===== config.mk =====
export PLATFORM = sky130hd
export DESIGN_NAME = uart_tx_feeder
export DESIGN_NICKNAME = d
export VERILOG_FILES = /design/src/rtl/uart_tx_feeder.sv
export SDC_FILE = /design/constraint.sdc
export NUM_CORES = 1
export LEC_CHECK = 0
export BUFFER_PORTS_ARGS = -buffer_cell sky130_fd_sc_hd__buf_4
export CORE_UTILIZATION = 40
export DETAILED_ROUTE_END_ITERATION = 10
export SLEW_MARGIN = 20
export SYNTH_ARGS = -nofsm -noshare
export SYNTH_HDL_FRONTEND = slang
export SYNTH_SLANG_ARGS = --single-unit

===== constraint.sdc =====
create_clock -name clk -period 7.4 [get_ports clk]
set_input_delay 0.74 -clock clk [delete_from_list [all_inputs] [get_ports clk]]
set_output_delay 0.74 -clock clk [all_outputs]
set_load 0.05 [all_outputs]

===== src/rtl/uart_tx_feeder.sv =====
// uart_tx_feeder: byte FIFO plus launch sequencer sitting directly upstream of uart_tx.
// Producers push bytes at clk rate. The sequencer pops one byte per UART frame and issues
// a one-cycle tx_data_valid pulse. It follows uart_tx's bps_en (tx_busy) so a byte is never
// launched into a frame that is still in progress.
//
// Ports:
//   clk, rst        system clock; synchronous active-high reset
//   wr_en, wr_data  write strobe and byte; accepted when !full
//   full, empty     FIFO holds DEPTH / 0 entries
//   level           current entry count, 0..DEPTH
//   overflow        1-cycle pulse: wr_en while full (byte dropped)
//   tx_err          1-cycle pulse: tx_busy never rose after a launch (byte dropped)
//   tx_busy         bps_en from uart_tx
//   tx_data_valid   1-cycle launch pulse to uart_tx
//   tx_data         byte to uart_tx; held stable until the next launch
module uart_tx_feeder #(
  parameter int unsigned DEPTH      = 16,
  parameter int unsigned ADDR_W     = 4,
  parameter int unsigned GAP_CYCLES = 0,
  parameter int unsigned START_TO   = 15
) (
  input  logic              clk,
  input  logic              rst,
  input  logic              wr_en,
  input  logic [7:0]        wr_data,
  output logic              full,
  output logic              empty,
  output logic [ADDR_W:0]   level,
  output logic              overflow,
  output logic              tx_err,
  input  logic              tx_busy,
  output logic              tx_data_valid,
  output logic [7:0]        tx_data
);

  // One counter serves both the start timeout and the gap; sized for the larger of the two.
  localparam int unsigned CntMax = (GAP_CYCLES > START_TO) ? GAP_CYCLES : START_TO;
  localparam int unsigned CntW   = (CntMax < 2) ? 1 : $clog2(CntMax + 1);

  typedef enum logic [2:0] {
    StIdle,
    StLaunch,
    StWaitSt,
    StWaitDn,
    StGap
  } state_e;

  logic [7:0]        mem_q [DEPTH];
  logic [ADDR_W-1:0] wr_ptr_q, rd_ptr_q;
  logic [ADDR_W:0]   count_q;
  logic              overflow_q;
  logic              push, pop;

  state_e            state_q, state_d;
  logic [CntW-1:0]   cnt_q, cnt_d;
  logic [7:0]        tx_data_q, tx_data_d;
  logic              valid_q, valid_d;
  logic              err_q, err_d;

  assign full     = (count_q == (ADDR_W + 1)'(DEPTH));
  assign empty    = (count_q == '0);
  assign level    = count_q;
  assign overflow = overflow_q;
  assign tx_err   = err_q;
  assign tx_data_valid = valid_q;
  assign tx_data  = tx_data_q;

  // Fullness is judged on the registered count: a same-cycle pop does not make room.
  assign push = wr_en && !full;

  // Storage carries no reset; only the pointers and count define valid entries.
  always_ff @(posedge clk) begin
    if (push) begin
      mem_q[wr_ptr_q] <= wr_data;
    end
  end

  always_ff @(posedge clk) begin
    if (rst) begin
      wr_ptr_q   <= '0;
      rd_ptr_q   <= '0;
      count_q    <= '0;
      overflow_q <= 1'b0;
    end else begin
      overflow_q <= wr_en && full;
      if (push) begin
        wr_ptr_q <= wr_ptr_q + ADDR_W'(1);
      end
      if (pop) begin
        rd_ptr_q <= rd_ptr_q + ADDR_W'(1);
      end
      unique case ({push, pop})
        2'b10:   count_q <= count_q + (ADDR_W + 1)'(1);
        2'b01:   count_q <= count_q - (ADDR_W + 1)'(1);
        default: count_q <= count_q;
      endcase
    end
  end

  always_ff @(posedge clk) begin
    if (rst) begin
      state_q   <= StIdle;
      cnt_q     <= '0;
      tx_data_q <= 8'h00;
      valid_q   <= 1'b0;
      err_q     <= 1'b0;
    end else begin
      state_q   <= state_d;
      cnt_q     <= cnt_d;
      tx_data_q <= tx_data_d;
      valid_q   <= valid_d;
      err_q     <= err_d;
    end
  end

  always_comb begin
    state_d   = state_q;
    cnt_d     = cnt_q;
    tx_data_d = tx_data_q;
    valid_d   = 1'b0;
    err_d     = 1'b0;
    pop       = 1'b0;
    unique case (state_q)
      StIdle: begin
        // A frame launched by someone else (or surviving our reset) must finish first.
        if (!empty && !tx_busy) begin
          pop       = 1'b1;
          tx_data_d = mem_q[rd_ptr_q];
          valid_d   = 1'b1;
          state_d   = StLaunch;
        end
      end
      StLaunch: begin
        cnt_d   = '0;
        state_d = StWaitSt;
      end
      StWaitSt: begin
        if (tx_busy) begin
          state_d = StWaitDn;
        end else if (cnt_q == CntW'(START_TO - 1)) begin
          // uart_tx never took the byte; report and move on without retrying.
          err_d   = 1'b1;
          state_d = StIdle;
        end else begin
          cnt_d = cnt_q + CntW'(1);
        end
      end
      StWaitDn: begin
        if (!tx_busy) begin
          cnt_d   = '0;
          state_d = (GAP_CYCLES > 0) ? StGap : StIdle;
        end
      end
      StGap: begin
        if (cnt_q == CntW'(GAP_CYCLES - 1)) begin
          state_d = StIdle;
        end else begin
          cnt_d = cnt_q + CntW'(1);
        end
      end
      default: state_d = StIdle;
    endcase
  end

endmodule


==> flow_summary.yaml <==
global_route:
  grt_remaining_overflow: 0
  first_global_vias: 3430
  grt_start_max_net_pins: 45
  antenna_found_initial: 0
  grt_first_pass_wirelength_um: 20200
  groute.usage.overall_pct: 17.4
detailed_routing:
  route.detailed.drc: 0
  vias_per_cell: 5.24
  route.vias.total: 3486
  drt_pre_antenna_iters: 4
  drt-initial-drc-count: 232
  detail_routed_net_length_per_standard_cell_um: 19.7
  drt_wl_total_um: 13100
  antenna_violating_nets_post_route: 0
clock_network:
  cts-buffers-inserted: 17
  tritoncts: "done"
  cts_resized: 0
  clk_buf_depth: 2
  h_tree_levels: 4
  worst_setup_hold_path_clk_slew_ns: 0.06
  holdBufCountCts: 0
  clock_sink_total: 158
  cts_setup_buffers: 0
  clock_latency_ns: 0.42
  cts.root.buffer_cell: "sky130_fd_sc_hd__clkbuf_16"
timing:
  totalNegativeSetupSlack_ns: 0
  timing.final.setup_violations: 0
  final_min_period_over_clock_period_pct: 42.7
  finalMaxSlewViolations: 0
  max_slew.worst_pin.slew_ns: 0.958
  slew-limit-headroom_pct: 35.9
  grt_setup_unrepaired: "no"
  maxClockFrequency_mhz: 316
  fin_crit_ns: 3.16
  finalHoldViolCount: 0
  clock-skew-final_ns: 0.00447
floorplan:
  core_mm2: 0.0154
  die_area_mm2: 0.0166
  design.portCount: 30
  rows: 45
  floorplan.die.width_um: 129
  start_util_pct: 41.6
  die_y_um: 129
setup_path:
  critPathRequiredTime_ns: 7.71
  cp_max_fo: 18
  timing.setup.critical_path_class: "reg -> reg"
  startpoint_type: "flip-flop"
  arrival_ns: 3.47
  setup.worst_path.end_class: "flip-flop"
final_layout:
  fillCellCount: 1349
  proportion_of_layout_cells_with_a_drive_suffix_above_1_pct: 18.9
  most_common_cell_after_layout_fill_and_taps_aside: "sky130_fd_sc_hd__edfxtp_1"
  antenna_cells_inserted: 0
  most-common-layout-cells: "sky130_fd_sc_hd__edfxtp_1, sky130_fd_sc_hd__mux2i_1, sky130_fd_sc_hd__nor2_1, sky130_fd_sc_hd__buf_4, sky130_fd_sc_hd__dfxtp_1"
  nNetsFinal: 466
  syn2layout_area_growth_pct: 15.9
  finalNonFillerCells: 665
logic_synthesis:
  post_synthesis_cell_count: 411
  syn_nets: 435
  synth-edff-count: 128
  synthArstFlopShare_pct: 0
  synth_sequential_area_ratio_pct: 69.2
  synth_xor_xnor_area_share_pct: 1.23
  mux_share_of_post_synthesis_cell_area_pct: 11.2
  netlist_area_mm2: 0.00642
  post_synth_and_or_nand_nor_area_fraction_pct: 5.90
  synth.avg_cell_area_um2: 15.6
  dominant_combinational_cell_family_by_area_after_synthesis: "multiplexers"
  synth-compound-area-share_pct: 7.65
  yosys_register_bits: 158
  yosys_most_used_dff: "sky130_fd_sc_hd__edfxtp_1"
  yosysWarnings: 0
  ys_types: 46
  post_synth_fa_ha_maj_area_fraction_pct: 2.45
power_and_ir_drop:
  power_w: 0.00255
  irDropWorstVdd_mv: 0.166
  power.leakage_nw: 2.41
  power_density_mw_per_mm2: 343
placement:
  buffer_ports.inserted: 29
  dp_cells: 634
  dp_hpwl_um: 8570
  gp_routability_congestion: 0.719
worst_hold_path:
  timing.hold.worst.class: "reg -> reg"
outcome:
  run_status: "completed"
run:
  maxCapViolations: 0
## metrics by stage
step	util, %	setup WS, ns	hold slack (ns)	instance area [µm²]
after floorplan	-	4.18	0.451	6420
after global placement	44.3	4.04	0.464	6830
after detailed placement	44.3	3.97	0.490	6830
after CTS	48.3	4.22	0.499	7450
after global routing	48.3	4.02	0.505	7450
final	48.3	4.24	0.507	7450
## layout make-up
cell class / instances / area (µm²) / area share, %
Sequential cell: 158 / 4450 / 59.7
Multi-Input combinational cell: 221 / 1830 / 24.5
Clock buffer: 18 / 429 / 5.76
Tap cell: 211 / 264 / 3.54
Timing Repair Buffer: 34 / 255 / 3.43
Clock inverter: 13 / 189 / 2.54
Inverter: 10 / 37.5 / 0.504
## report_power, final
part           switching (W)  leakage, nW  total [W]  internal [W]
logic               0.000370        0.725   0.000560      0.000190
registers          0.0000607         1.40    0.00108       0.00102
clock network       0.000345        0.287   0.000910      0.000565
total               0.000776         2.41    0.00255       0.00178
## synth_stat cells, types with 2 or more instances
library cell                number  share of area, %
sky130_fd_sc_hd__o211ai_1        2              0.23
sky130_fd_sc_hd__dfxtp_1        30               9.3
sky130_fd_sc_hd__o22ai_1        22               2.1
sky130_fd_sc_hd__a211oi_2        6               1.2
sky130_fd_sc_hd__or4_1           3              0.35
sky130_fd_sc_hd__mux4_2          9               3.2
sky130_fd_sc_hd__nand2b_1        2              0.19
sky130_fd_sc_hd__a211oi_1        4              0.47
sky130_fd_sc_hd__a21o_1          2              0.23
sky130_fd_sc_hd__nor3_1          8              0.62
sky130_fd_sc_hd__a21oi_1         8              0.62
sky130_fd_sc_hd__buf_1           3              0.18
sky130_fd_sc_hd__a2111oi_1       5              0.78
sky130_fd_sc_hd__buf_2           8              0.62
sky130_fd_sc_hd__o21ai_0         2              0.16
sky130_fd_sc_hd__o31ai_1         2              0.23
sky130_fd_sc_hd__nand2_1         6              0.35
sky130_fd_sc_hd__inv_1           9              0.53
sky130_fd_sc_hd__or3_1           2              0.19
sky130_fd_sc_hd__xor2_1          5              0.68
sky130_fd_sc_hd__or3b_1          2              0.27
sky130_fd_sc_hd__nor2_1         41               2.4
sky130_fd_sc_hd__edfxtp_1      128                60
sky130_fd_sc_hd__nor4_1          2              0.19
sky130_fd_sc_hd__nor2b_1         3              0.29
sky130_fd_sc_hd__a21boi_1        2              0.23
sky130_fd_sc_hd__nand3b_1        3              0.35
sky130_fd_sc_hd__clkbuf_1        8              0.47
sky130_fd_sc_hd__xnor2_1         4              0.55
sky130_fd_sc_hd__ha_1           11               2.1
sky130_fd_sc_hd__buf_6           3              0.53
sky130_fd_sc_hd__mux2i_1        48               7.5
sky130_fd_sc_hd__a22oi_1         2              0.23
sky130_fd_sc_hd__nand3_1         4              0.31
## cells by family after synthesis
family                   Yosys count
flip-flops                       158
AND/OR/NAND/NOR                   79
AO/OA/AOI/OAI                     62
multiplexers                      59
buffers and inverters             32
adder cells (fa/ha/maj)           12
XOR/XNOR                           9
## layer usage
| layer | track usage [%] | wire length, µm |
|---|---|---|
| met1 | 23.9 | 6020 |
| met2 | 26.7 | 6210 |
| met3 | 3.37 | 658 |
| met4 | 7.89 | 227 |
| met5 | 0 | 0 |
## path summary, 6_finish.rpt
check | from | endpoint | cells past startpoint | slack [ns]
worst max-delay path | level[0] | level[4] | 9 | 4.24
worst min-delay path | cnt_q[3] | cnt_q[3] | 2 | 0.51
worst max register to register | level[0] | level[4] | 9 | 4.24
worst min register to register | cnt_q[3] | cnt_q[3] | 2 | 0.51
## flip-flops by register name, summed over array words and instances, names as in the netlist
name and cells:
overflow 1, tx_data_valid 1, cnt_q 4, tx_err 1
wr_ptr_q 4, mem_q 128, state_q 2, level 5
rd_ptr_q 4, tx_data 8
## worst max-delay path: stages, from the launching register on
cell                      delay [ns]
sky130_fd_sc_hd__dfxtp_1        0.38
sky130_fd_sc_hd__or4_4          0.61
sky130_fd_sc_hd__o21ai_4        0.20
sky130_fd_sc_hd__inv_2          0.20
sky130_fd_sc_hd__ha_1           0.32
sky130_fd_sc_hd__fa_1           0.43
sky130_fd_sc_hd__a21o_1         0.20
sky130_fd_sc_hd__a21oi_1        0.17
sky130_fd_sc_hd__mux2i_1        0.22
sky130_fd_sc_hd__mux2_1         0.32
(Power assumes the default switching activity.)
